==> config.mk <==
export PLATFORM = sky130hd
export DESIGN_NAME = pg_stage64
export DESIGN_NICKNAME = d
export VERILOG_FILES = /design/src/rtl/pg_stage64.sv
export SDC_FILE = /design/constraint.sdc
export NUM_CORES = 1
export LEC_CHECK = 0
export CORE_ASPECT_RATIO = 1.4
export CORE_MARGIN = 2
export CORE_UTILIZATION = 42
export CTS_CLUSTER_SIZE = 24
export DETAILED_ROUTE_END_ITERATION = 6
export PLACE_DENSITY = 0.76
export SYNTH_ARGS = -nofsm -noshare
export SYNTH_HDL_FRONTEND = slang
export SYNTH_SLANG_ARGS = --single-unit
==> constraint.sdc <==
create_clock -name clk -period 25.4 [get_ports clk]
set_input_delay 6.35 -clock clk [delete_from_list [all_inputs] [get_ports clk]]
set_output_delay 6.35 -clock clk [all_outputs]
set_load 0.02 [all_outputs]
==> src/rtl/pg_stage64.sv <==
// pg_stage64 -- propagate/generate front stage of a pipelined adder/subtractor.
//
// Turns each accepted operand beat {a, b, sub, c_in, tag} into the bitwise
// propagate (p = a ^ b_eff) and generate (g = a & b_eff) vectors, plus the
// effective carry-in, and registers them for the downstream carry network.
// A two-entry elastic buffer (output register OR + skid register SR) keeps
// in_ready a pure register output, with no path from out_ready, while still
// sustaining one beat per cycle.
//
// Ports
//   clk, rst            rising-edge clock, asynchronous active-high reset
//   in_valid/in_ready   upstream handshake
//   a, b                WIDTH-bit operands
//   sub                 1 = a - b - borrow, 0 = a + b + carry
//   c_in                carry-in (add) or borrow-in (subtract)
//   tag                 opaque 4-bit transaction tag
//   out_valid/out_ready downstream handshake
//   p_out, g_out        registered propagate / generate vectors
//   c_out               registered effective carry-in
//   tag_out             tag of the presented beat
//
// WIDTH must be a multiple of 16 so the downstream 16-bit carry groups tile.

`timescale 1ns/1ps

module pg_stage64 #(
  parameter int WIDTH = 64
) (
  input  logic             clk,
  input  logic             rst,
  input  logic             in_valid,
  output logic             in_ready,
  input  logic [WIDTH-1:0] a,
  input  logic [WIDTH-1:0] b,
  input  logic             sub,
  input  logic             c_in,
  input  logic [3:0]       tag,
  output logic             out_valid,
  input  logic             out_ready,
  output logic [WIDTH-1:0] p_out,
  output logic [WIDTH-1:0] g_out,
  output logic             c_out,
  output logic [3:0]       tag_out
);

  typedef enum logic [1:0] {
    EMPTY = 2'd0,  // OR and SR empty
    ONE   = 2'd1,  // OR full
    TWO   = 2'd2   // OR and SR full
  } state_t;

  typedef struct packed {
    logic [WIDTH-1:0] p;
    logic [WIDTH-1:0] g;
    logic             c;
    logic [3:0]       tag;
  } beat_t;

  state_t           state, state_nxt;
  beat_t            beat_in, or_q, sr_q;
  logic [WIDTH-1:0] b_eff;
  logic             in_ready_q, out_valid_q;
  logic             accept, send;
  logic             load_or_in, load_or_sr, load_sr;

  // Subtraction is a + ~b + ~borrow, so p/g/carry are formed here, before
  // capture; the registers only ever hold finished terms.
  always_comb begin
    b_eff       = sub ? ~b : b;
    beat_in.p   = a ^ b_eff;
    beat_in.g   = a & b_eff;
    beat_in.c   = sub ? ~c_in : c_in;
    beat_in.tag = tag;
  end

  assign accept = in_valid & in_ready_q;
  assign send   = out_valid_q & out_ready;

  // NOTE: every output of this block gets a default before the case, so no
  // path leaves a variable unassigned and no latch is inferred.
  always_comb begin
    state_nxt  = state;
    load_or_in = 1'b0;
    load_or_sr = 1'b0;
    load_sr    = 1'b0;
    case (state)
      EMPTY: begin
        if (accept) begin
          state_nxt  = ONE;
          load_or_in = 1'b1;
        end
      end
      ONE: begin
        if (accept && send) begin
          load_or_in = 1'b1;          // OR drains and refills in one edge
        end else if (accept) begin
          state_nxt  = TWO;
          load_sr    = 1'b1;          // OR is stalled, park beat in skid
        end else if (send) begin
          state_nxt  = EMPTY;
        end
      end
      TWO: begin
        // in_ready is low here, so accept cannot occur.
        if (send) begin
          state_nxt  = ONE;
          load_or_sr = 1'b1;
        end
      end
      default: state_nxt = EMPTY;
    endcase
  end

  // NOTE: sequential state uses non-blocking assignments so every register
  // samples pre-edge values, independent of statement order.
  // in_ready/out_valid are flops loaded from the next state, so they are
  // register outputs and out_ready never reaches in_ready combinationally.
  always_ff @(posedge clk or posedge rst) begin
    if (rst) begin
      state       <= EMPTY;
      in_ready_q  <= 1'b1;
      out_valid_q <= 1'b0;
    end else begin
      state       <= state_nxt;
      in_ready_q  <= (state_nxt != TWO);
      out_valid_q <= (state_nxt != EMPTY);
    end
  end

  // NOTE: OR and SR are two plain registers, not a RAM, so resetting them is
  // cheap; it gives all-zero outputs in reset and drops held beats.
  always_ff @(posedge clk or posedge rst) begin
    if (rst) begin
      or_q <= '0;
      sr_q <= '0;
    end else begin
      if (load_or_in) begin
        or_q <= beat_in;
      end else if (load_or_sr) begin
        or_q <= sr_q;
      end
      if (load_sr) begin
        sr_q <= beat_in;
      end
    end
  end

  assign in_ready  = in_ready_q;
  assign out_valid = out_valid_q;
  assign p_out     = or_q.p;
  assign g_out     = or_q.g;
  assign c_out     = or_q.c;
  assign tag_out   = or_q.tag;

endmodule

==> results.cfg <==
[sta]
setup_viol = 0
slew_headroom = 0.329
setup_ws_ps = 16450
timing.final.crit_share = 0.352
fmax_mhz = 112
worst_slew_pin_slew_ps = 1010
fin_skew_ps = 11.8
drv_slew = 0
tns_ps = 0
layout_min_cycle_time_ps = 8950
rsz0062_at_grt = no
hold_violations = 0
whs_ps = 499

[die]
row_count = 76
initial_core_util = 0.426
die_w_um = 153
core_area_um2 = 30600
die_h_um = 212
io_pins = 273
dieArea_um2 = 32500

[global_routing]
grt_max_degree = 134
grt_pass1_vias = 8451
overflow = 0
antenna_found_initial = 1
grt_util_all_layers = 0.168
grt_pass1_wl_mm = 44.0

[setup_path]
startpoint = out_ready
r2r_cells = 5
rr_endpoint = g_out[16]
slowest_delay_ps = 840
path_max_fanout = 69
worst_setup_path_start_kind = input pin
worstSetupEndpointType = flop
endpoint = g_out[16]
critPathKind = input pin to flop
r2r_setup_slack_ps = 22330
cp_slowest_cell = buf_4
arrival_ps = 9350
path_cells = clkdlybuf4s50_1, nand4b_1, buf_4, buf_4, mux2_2, mux2_2
rr_startpoint = state[1]
cp.required_ps = 25810

[route]
drt_iter0_drc = 241
drc = 0
ant_nets = 0
routed_wl_mm = 27.9
wl_per_cell_um = 18.2
vias = 7788
drt_first_pass_iters = 4
routed_via_density = 5.08

[cts]
cts_setup_buffers = 0
cts.clk_slew.worst_paths_ps = 60
ctsResizeCount = 0
cts_htree_levels = 1
cts_hold_buffers = 0
clockBufferDepth = 3
numClockSinks = 270
clock_latency_ps = 530
cts_tree = done
cts-root-buf = clkbuf_16
cts_buffers = 27

[yosys]
synth_edf_count = 0
netlist_instances = 867
ys_seq_area_frac = 0.519
synth.cell_area_um2 = 13000
synth_most_common_cell = mux2_2
synth.area.top_cells = dfrtp_1 52%, mux2_2 34%, ha_1 6.1%
syn_nets = 1069
synth_top_area_cell = dfrtp_1
synth_top_area_share = 0.517
synth-main-ff-cell = dfrtp_1
synth_seq_cells = 270
yosysWarningCount = 0
async_flop_share = 1.00
ys_types = 26
ys_top_cells_by_count = 391 x mux2_2, 269 x dfrtp_1, 64 x ha_1, 64 x xor2_1, 37 x buf_2
synth.avg_cell_area_um2 = 15.0

[layout]
multiInputGateArea_um2 = 5970
fin_util = 0.551
register_area_um2 = 6760
nNetsFinal = 1327
fillers = 2531
final-instance-count-excl-fill = 1533
area_growth_pct = 29.4
drive_gt1_frac = 0.388

[worst_hold_path]
hp-class = flop to flop

[flow_run]
maxCapViolCount = 0

[power_and_ir_drop]
p_per_area_nw_per_um2 = 121
vdd_drop_max_mv = 0.0670
leakagePower_nw = 7.54

[place]
port_buffers = 272
pre_cts_slack_ps = 15910
gp_congestion = 0.761
dpl.cell_count = 1486
dpl.hpwl_mm = 18.5

[status]
status = finished clean
flip-flops by register name, summed over array words and instances, names as in the netlist:
register   cells
out_valid      1
g_out         64
in_ready       1
p_out         64
c_out          1
sr_q         133
state          2
tag_out        4
cell usage in the layout, fill, tap and decap left out, drive strengths merged, types with 2 or more instances in the layout:
cell type,n
bufinv,2
clkdlybuf4s50,271
nand2,6
buf,8
clkbuf,39
clkinv,5
inv,2
xor2,64
ha,64
mux2,397
dfrtp,269
report_power, final:
part | leakage [nW] | internal [W] | switching, W
logic | 3.79 | 0.000525 | 0.000385
registers | 3.33 | 0.000644 | 0.000107
clock network | 0.419 | 0.000227 | 0.000159
total | 7.54 | 0.00140 | 0.000651
how the worst min path moves through the flow:
stage / from / to / slack (ps) / cells after the start
6_report: sr_q[15] / sr_q[15] / 500 / 1
5_1_grt: sr_q[81] / sr_q[81] / 510 / 1
4_1_cts: sr_q[55] / sr_q[55] / 500 / 1
3_5_place_dp: sr_q[55] / sr_q[55] / 490 / 1
3_3_place_gp: sr_q[57] / sr_q[57] / 480 / 1
2_1_floorplan: sr_q[1] / sr_q[1] / 470 / 1
through the flow:
stage                     instance area, um^2  total power [W]
after global routing                    16900          0.00217
after CTS                               16900          0.00208
after detailed placement                16000          0.00168
after global placement                  16000          0.00165
after floorplan                         13000          0.00133
final                                   16900          0.00205
layer usage:
metal	part of all wire	track usage
met3	0.041	0.0241
met4	0.035	0.0667
met5	0	0
met2	0.53	0.311
met1	0.39	0.196
cells by family after synthesis:
| family | after synthesis | share of synthesized area |
|---|---|---|
| and+or+nand+nor | 12 | 0.00480 |
| buffers and inverters | 52 | 0.0240 |
| adders and majority gates | 64 | 0.0615 |
| muxes | 398 | 0.344 |
| DFF | 270 | 0.519 |
| xor gates and xnor gates | 65 | 0.0437 |
| AOI/OAI and AO/OA | 6 | 0.00355 |
cell type report:
cell class	instances	share of cell area
diodes	1	0.000148
clock buffers	39	0.0451
clock inverters	7	0.00527
inverters	2	0.000891
multi-input cells	545	0.354
flip-flops and latches	270	0.401
well taps	390	0.0289
repair buffers	279	0.164
worst max-delay path, delay by kind of cell:
kind / cells / cell delay [ps]
buffers and inverters: 3 / 2010
muxes: 2 / 670
and+or+nand+nor: 1 / 120
Power figures use the tool's default switching activity.
